--- src/rtl/mmu_tx_rq_arb.sv ---
// Packet-level round-robin arbiter: merges NUM_REQ AXI-stream RQ requesters onto one
// registered 256-bit output stage, holding the grant from first beat to tlast.
module mmu_tx_rq_arb #(
  parameter int NUM_REQ = 4,
  parameter int GW      = 2
) (
  input  logic                   clk_sys,
  input  logic                   rst,
  input  logic [NUM_REQ*256-1:0] s_axis_rq_tdata,
  input  logic [NUM_REQ*60-1:0]  s_axis_rq_tuser,
  input  logic [NUM_REQ*32-1:0]  s_axis_rq_tkeep,
  input  logic [NUM_REQ-1:0]     s_axis_rq_tlast,
  input  logic [NUM_REQ-1:0]     s_axis_rq_tvalid,
  output logic [NUM_REQ-1:0]     s_axis_rq_tready,
  output logic [255:0]           m_axis_rq_tdata,
  output logic [59:0]            m_axis_rq_tuser,
  output logic [31:0]            m_axis_rq_tkeep,
  output logic                   m_axis_rq_tlast,
  output logic                   m_axis_rq_tvalid,
  input  logic                   m_axis_rq_tready,
  input  logic [15:0]            reg_tmout_cfg,
  output logic [GW-1:0]          arb_gnt_id,
  output logic                   arb_busy,
  output logic [31:0]            arb_pkt_cnt,
  output logic                   arb_tmout_err
);

  // Handshake: a beat moves on a clk_sys edge where tvalid and tready are both 1.
  // Requester tready is combinational from state and output-stage room only; tvalid
  // influences it solely through the candidate search while IDLE.

  typedef enum logic {IDLE = 1'b0, BUSY = 1'b1} state_t;

  state_t          r_state;
  state_t          w_state_nxt;
  logic [GW-1:0]   r_ptr;
  logic [GW-1:0]   w_ptr_nxt;
  logic [GW-1:0]   r_gnt;
  logic [GW-1:0]   w_gnt_nxt;
  logic [31:0]     r_pkt_cnt;
  logic [15:0]     r_stall_cnt;
  logic [15:0]     w_stall_inc;
  logic            r_tmout_err;

  logic [255:0]    r_m_tdata;
  logic [59:0]     r_m_tuser;
  logic [31:0]     r_m_tkeep;
  logic            r_m_tlast;
  logic            r_m_tvalid;

  logic            w_cand_vld;
  logic [GW-1:0]   w_cand_idx;
  logic [GW-1:0]   w_sel;
  logic            w_sel_en;
  logic            w_stg_rdy;
  logic            w_accept;
  logic [255:0]    w_sel_data;
  logic [59:0]     w_sel_user;
  logic [31:0]     w_sel_keep;
  logic            w_sel_last;
  logic            w_sel_valid;

  function automatic logic [GW-1:0] f_wrap_inc(input logic [GW-1:0] v);
    return (int'(v) == NUM_REQ - 1) ? '0 : v + 1'b1;
  endfunction

  assign w_stg_rdy = ~r_m_tvalid | m_axis_rq_tready;

  // Candidate is the valid requester at the smallest rotational distance from r_ptr.
  always_comb begin
    int v_dist;
    int v_best;
    w_cand_vld = 1'b0;
    w_cand_idx = '0;
    v_best     = NUM_REQ;
    v_dist     = 0;
    for (int i = 0; i < NUM_REQ; i++) begin
      v_dist = i - int'(r_ptr);
      if (v_dist < 0) v_dist = v_dist + NUM_REQ;
      if (s_axis_rq_tvalid[i] && (v_dist < v_best)) begin
        v_best     = v_dist;
        w_cand_vld = 1'b1;
        w_cand_idx = GW'(i);
      end
    end
  end

  assign w_sel    = (r_state == BUSY) ? r_gnt : w_cand_idx;
  assign w_sel_en = (r_state == BUSY) | w_cand_vld;

  always_comb begin
    w_sel_data  = '0;
    w_sel_user  = '0;
    w_sel_keep  = '0;
    w_sel_last  = 1'b0;
    w_sel_valid = 1'b0;
    for (int i = 0; i < NUM_REQ; i++) begin
      if (w_sel == GW'(i)) begin
        w_sel_data  = s_axis_rq_tdata[i*256 +: 256];
        w_sel_user  = s_axis_rq_tuser[i*60 +: 60];
        w_sel_keep  = s_axis_rq_tkeep[i*32 +: 32];
        w_sel_last  = s_axis_rq_tlast[i];
        w_sel_valid = s_axis_rq_tvalid[i];
      end
    end
  end

  always_comb begin
    s_axis_rq_tready = '0;
    for (int i = 0; i < NUM_REQ; i++) begin
      s_axis_rq_tready[i] = w_sel_en & w_stg_rdy & (w_sel == GW'(i));
    end
  end

  assign w_accept = w_sel_en & w_stg_rdy & w_sel_valid;

  always_comb begin
    w_state_nxt = r_state;
    w_ptr_nxt   = r_ptr;
    w_gnt_nxt   = r_gnt;
    case (r_state)
      IDLE: begin
        if (w_accept) begin
          w_gnt_nxt = w_sel;
          if (w_sel_last) w_ptr_nxt = f_wrap_inc(w_sel);
          else            w_state_nxt = BUSY;
        end
      end
      BUSY: begin
        if (w_accept && w_sel_last) begin
          w_state_nxt = IDLE;
          w_ptr_nxt   = f_wrap_inc(r_gnt);
        end
      end
      default: w_state_nxt = IDLE;
    endcase
  end

  always_ff @(posedge clk_sys) begin
    if (rst) begin
      r_state   <= IDLE;
      r_ptr     <= '0;
      r_gnt     <= '0;
      r_pkt_cnt <= '0;
    end else begin
      r_state <= w_state_nxt;
      r_ptr   <= w_ptr_nxt;
      r_gnt   <= w_gnt_nxt;
      if (w_accept && w_sel_last) r_pkt_cnt <= r_pkt_cnt + 32'd1;
    end
  end

  // Stall watchdog: counts idle BUSY cycles, grant is never revoked by it.
  assign w_stall_inc = (r_stall_cnt == 16'hFFFF) ? r_stall_cnt : r_stall_cnt + 16'd1;

  always_ff @(posedge clk_sys) begin
    if (rst) begin
      r_stall_cnt <= '0;
      r_tmout_err <= 1'b0;
    end else if ((r_state == BUSY) && (reg_tmout_cfg != 16'd0) && !w_accept) begin
      r_stall_cnt <= w_stall_inc;
      if (w_stall_inc >= reg_tmout_cfg) r_tmout_err <= 1'b1;
    end else begin
      r_stall_cnt <= '0;
    end
  end

  always_ff @(posedge clk_sys) begin
    if (rst) begin
      r_m_tdata  <= '0;
      r_m_tuser  <= '0;
      r_m_tkeep  <= '0;
      r_m_tlast  <= 1'b0;
      r_m_tvalid <= 1'b0;
    end else if (w_accept) begin
      r_m_tdata  <= w_sel_data;
      r_m_tuser  <= w_sel_user;
      r_m_tkeep  <= w_sel_keep;
      r_m_tlast  <= w_sel_last;
      r_m_tvalid <= 1'b1;
    end else if (m_axis_rq_tready) begin
      r_m_tvalid <= 1'b0;
    end
  end

  assign m_axis_rq_tdata  = r_m_tdata;
  assign m_axis_rq_tuser  = r_m_tuser;
  assign m_axis_rq_tkeep  = r_m_tkeep;
  assign m_axis_rq_tlast  = r_m_tlast;
  assign m_axis_rq_tvalid = r_m_tvalid;
  assign arb_gnt_id       = r_gnt;
  assign arb_busy         = (r_state == BUSY);
  assign arb_pkt_cnt      = r_pkt_cnt;
  assign arb_tmout_err    = r_tmout_err;

endmodule

--- config.mk ---
export PLATFORM = sky130hd
export DESIGN_NAME = mmu_tx_rq_arb
export DESIGN_NICKNAME = d
export VERILOG_FILES = /design/src/rtl/mmu_tx_rq_arb.sv
export SDC_FILE = /design/constraint.sdc
export NUM_CORES = 1
export LEC_CHECK = 0
export CORE_AREA = 2 2 712 714
export CTS_BUF_LIST = sky130_fd_sc_hd__clkbuf_4 sky130_fd_sc_hd__clkbuf_8
export DETAILED_ROUTE_END_ITERATION = 8
export DIE_AREA = 0 0 714 716
export GPL_TIMING_DRIVEN = 0
export MAX_ROUTING_LAYER = met4
export SETUP_SLACK_MARGIN = 0.5
export SYNTH_ARGS = -nofsm -noshare
export SYNTH_HDL_FRONTEND = slang
export SYNTH_SLANG_ARGS = --single-unit
--- constraint.sdc ---
create_clock -name clk_sys -period 8.5 [get_ports clk_sys]
set_clock_uncertainty 0.05 [all_clocks]
set_input_delay 1.7 -clock clk_sys [delete_from_list [all_inputs] [get_ports clk_sys]]
set_output_delay 1.7 -clock clk_sys [all_outputs]
set_load 0.05 [all_outputs]
==> summary.md <==
| Metric | Value |
|---|---|
| Drt via density | 3.15 |
| Global-route usage over all layers | 0.184 |
| Overflow left after global routing | 0 |
| Number of enable-type register cells in the synthesized netlist | 0 |
| VDD IR-drop max | about 0.18 mV |
| Cell Rows | 261 |
| Clock tree from TritonCTS | built |
| Leakage power total | roughly 17 nW |
| Leading register cell type out of synthesis | dfxtp_1 |
| Syn. warnings | 0 |
| Pre-CTS worst setup slack | -2.22 ns |
| Mean area per synthesized cell | between 8 and 9 µm² |
| Placer Congestion | 1.11 |
| Number of setup violations in the final report | 0 |
| Flip-flop and latch area | 8090 µm² |
| Via count of the first global-routing pass | between 30000 and 40000 |
| Min Clock Period, post-route | around 7.6 ns |
| Clock network latency to the later pin of the worst-skew pair | between 0.9 and 1 ns |
| Clock Tree Buf Depth | 4 |
| Total number of vias | slightly below 40000 |
| Kind of end point of the critical path | flip-flop |
| Initial standard-cell utilization of the core | 0.0524 |
| Number of clock sinks seen by CTS | 404 |
| Number of design rule violations left after detail routing | 0 |
| Startpoint type of the worst setup path | primary input |
| Largest net degree at the start of global routing | 14 |
| Total nets after synthesis | around 4700 |
| Global-route wire length before repair | 554000 µm |
| Violations in the final reports | max-capacitance violations, max-slew violations |
| Fin. Hold Viols | 0 |
| Share of post-route cells with drive strength above 1 | 0.141 |
| Relative slew slack | -0.182 |
| Max H-tree Level | 3 |
| Highest attainable clock frequency | 0.132 GHz |
| Register area share after synthesis | 0.307 |
| Critical Path RT | approximately 9 ns |
| Post-layout worst setup margin | between 0.8 and 0.9 ns |
| Initial antenna violation count | 480 |
| Die W | about 700 µm |
| Synthesized flop and latch total | 404 |
| Least-Margin Pin Slew | 1.76 ns |
| Worst-path clk slew | about 0.070 ns |
| Violation count after the first detailed-routing iteration | 3492 |
| Clock tree root buffer cell | clkbuf_8 |
| Hold bufs inserted after CTS | 0 |
| Filler cells | 58200 |
| Top-level port count | roughly 1800 |
| Classification of the worst setup path | primary input to flip-flop |
| Number of nets in the finished design | 6641 |
| Number of pins with negative max-slew slack in the final report | 6 |
| Max-cap violation count | 3 |
| Multi-input gate area in the final layout | ~17000 µm² |
| Proportion of synthesized flip-flops having asynchronous set or reset | 0 |
| Placed Instance Area | 53800 µm² |
| Vert. Die Dim | between 700 and 800 µm |
| Area of the core | between 500000 and 600000 µm² |
| Die outline area | around 510000 µm² |
| Hpwl dp | 437000 µm |
| Unrepaired setup endpoints after global routing | false |
| Most used cells in the layout excluding fill and tap cells | clkdlybuf4s50_1, nor3_1, dfxtp_1 |
| Number of instances in the synthesized netlist | about 3200 |
| Run status | complete, but fails checks |
| CP max FO | 10 |
| Final ANT Viol Nets | 0 |
| Final core utilization | 0.113 |
| Most common cell after layout, fill and taps aside | clkdlybuf4s50_1 |
| Num CTS Buffers | 94 |
| PD cells | between 400 and 500 nW/µm² |
| First drt pass iteration count | 7 |
| Critical path data arrival time | approximately 8.3 ns |
| Netlist cell types | 57 |
| Post-Route Setup TNS | 0 ns |
| Area added between synthesis and finish | 116% |
| Portion of the clock cycle consumed by the worst path in the final layout | 0.894 |
| Port buffer count | roughly 1800 |
| Kind of path behind the tightest hold check | flip-flop to flip-flop |
| Total detailed-routing wirelength | 478000 µm |
| Post-route design area | 57000 µm² |
| Post-synthesis cell area | between 20000 and 30000 µm² |
| Worst Hold Margin | about 0.43 ns |
| Average wire per cell in the routed design | 38.7 µm |
final cells by class:
type / instances / share of cell area
Clock inverter: 31 / 0.00637
Inverter: 30 / 0.00198
Antenna cell: 380 / 0.0167
Sequential cell: 404 / 0.142
Clock buffer: 134 / 0.0301
Multi-Input combinational cell: 2422 / 0.293
Tap cell: 6706 / 0.147
Buffer: 375 / 0.0341
Timing Repair Buffer: 1870 / 0.328
path summary, 6_finish.rpt:
check | start | to | slack (ns) | cells after the start
max | s_axis_rq_tvalid[1] | m_axis_rq_tdata[200] | 0.90 | 24
min | arb_tmout_err | arb_tmout_err | 0.43 | 1
max reg2reg | r_ptr[0] | m_axis_rq_tdata[200] | 1.45 | 23
min reg2reg | arb_tmout_err | arb_tmout_err | 0.43 | 1
critical path, cell delays in order:
cell	delay [ns]
dlymetal6s2s_1	0.21
inv_1	0.11
mux2i_1	0.13
a21oi_1	0.10
ha_1	0.29
o21ai_0	0.09
nor2b_1	0.15
o21ai_2	0.15
nor2_1	0.07
a21o_1	0.15
ha_1	0.26
o21ai_0	0.06
a21o_1	0.24
a211oi_4	0.30
a21o_1	0.15
ha_1	0.39
nor2b_1	0.17
buf_2	0.45
clkbuf_1	0.68
clkbuf_2	0.70
a221oi_1	0.32
nor3_1	0.99
a211oi_1	0.16
nor3_2	0.20
flip-flops by register name (all words and copies together) (netlist names), named ones only:
register,flops
m_axis_rq_tdata,256
m_axis_rq_tuser,60
arb_pkt_cnt,32
m_axis_rq_tkeep,32
r_stall_cnt,16
arb_gnt_id,2
r_ptr,2
arb_tmout_err,1
m_axis_rq_tlast,1
m_axis_rq_tvalid,1
synth_stat cells, types with 2 or more instances:
cell type / number / area (µm²)
nor3_1: 409 / 2050
dfxtp_1: 404 / 8090
nor2_1: 376 / 1410
nor2b_1: 370 / 2310
a211oi_1: 355 / 2670
a221oi_1: 349 / 3060
nor3_2: 291 / 2910
clkbuf_1: 275 / 1030
buf_2: 43 / 215
buf_6: 40 / 450
nand2_1: 36 / 135
inv_1: 30 / 113
a21oi_1: 25 / 125
ha_1: 25 / 313
nand3_1: 18 / 90.1
o311ai_0: 15 / 131
o41ai_1: 14 / 123
nand4_1: 13 / 81.3
o21ai_0: 13 / 65.1
or2_2: 13 / 81.3
nor4_1: 12 / 75.1
buf_1: 9 / 33.8
mux2_2: 9 / 101
and2_1: 8 / 50.1
and4_1: 7 / 61.3
buf_4: 7 / 52.6
mux2i_1: 7 / 70.1
xor2_1: 6 / 52.6
xnor2_1: 5 / 43.8
a21o_1: 4 / 30.0
and3_1: 4 / 25.0
or3_1: 4 / 25.0
nand2b_1: 3 / 18.8
o31ai_1: 3 / 22.5
or4_1: 3 / 22.5
mux2_1: 2 / 22.5
nor3b_1: 2 / 15.0
o21a_1: 2 / 15.0
o21ai_1: 2 / 10.0
logic make-up after synthesis:
| kind of cell | after synthesis | share of synthesized area |
|---|---|---|
| compound gates | 793 | 0.241 |
| xor+xnor | 11 | 0.00365 |
| fa+ha+maj | 25 | 0.0119 |
| buf+inv | 405 | 0.0721 |
| flops | 404 | 0.307 |
| mux | 19 | 0.00792 |
| simple gates | 1574 | 0.357 |
per-stage QoR:
| step | cells | total power, mW |
|---|---|---|
| global placement | 11700 | 22.5 |
| floorplan | 3231 | 12.8 |
| CTS | 12000 | 26.1 |
| finish | 12400 | 25.7 |
| detailed placement | 11800 | 23.1 |
| global route | 12300 | 27.0 |
routing by layer:
layer / vias up / global-route usage / routed length (µm)
met3: 865 / 0.0922 / 58300
met4: 0 / 0.0552 / 18600
met5: - / - / 0
met1: 18800 / 0.199 / 181000
li1: 16600 / - / -
met2: 2570 / 0.294 / 220000
timing repair:
| item | in CTS | in global routing |
|---|---|---|
| gates resized for setup | 53 | 11 |
| pin swaps | 1 | 1 |
| setup buffers | 3 | 2 |
| setup endpoints to repair | 57 | 5 |
where the power goes:
part           total, mW  switching, mW  internal, mW
sequential          2.84          0.331          2.51
combinational       20.1           14.2          5.89
clock               2.76           1.24          1.51
Power figures use the tool's default switching activity.
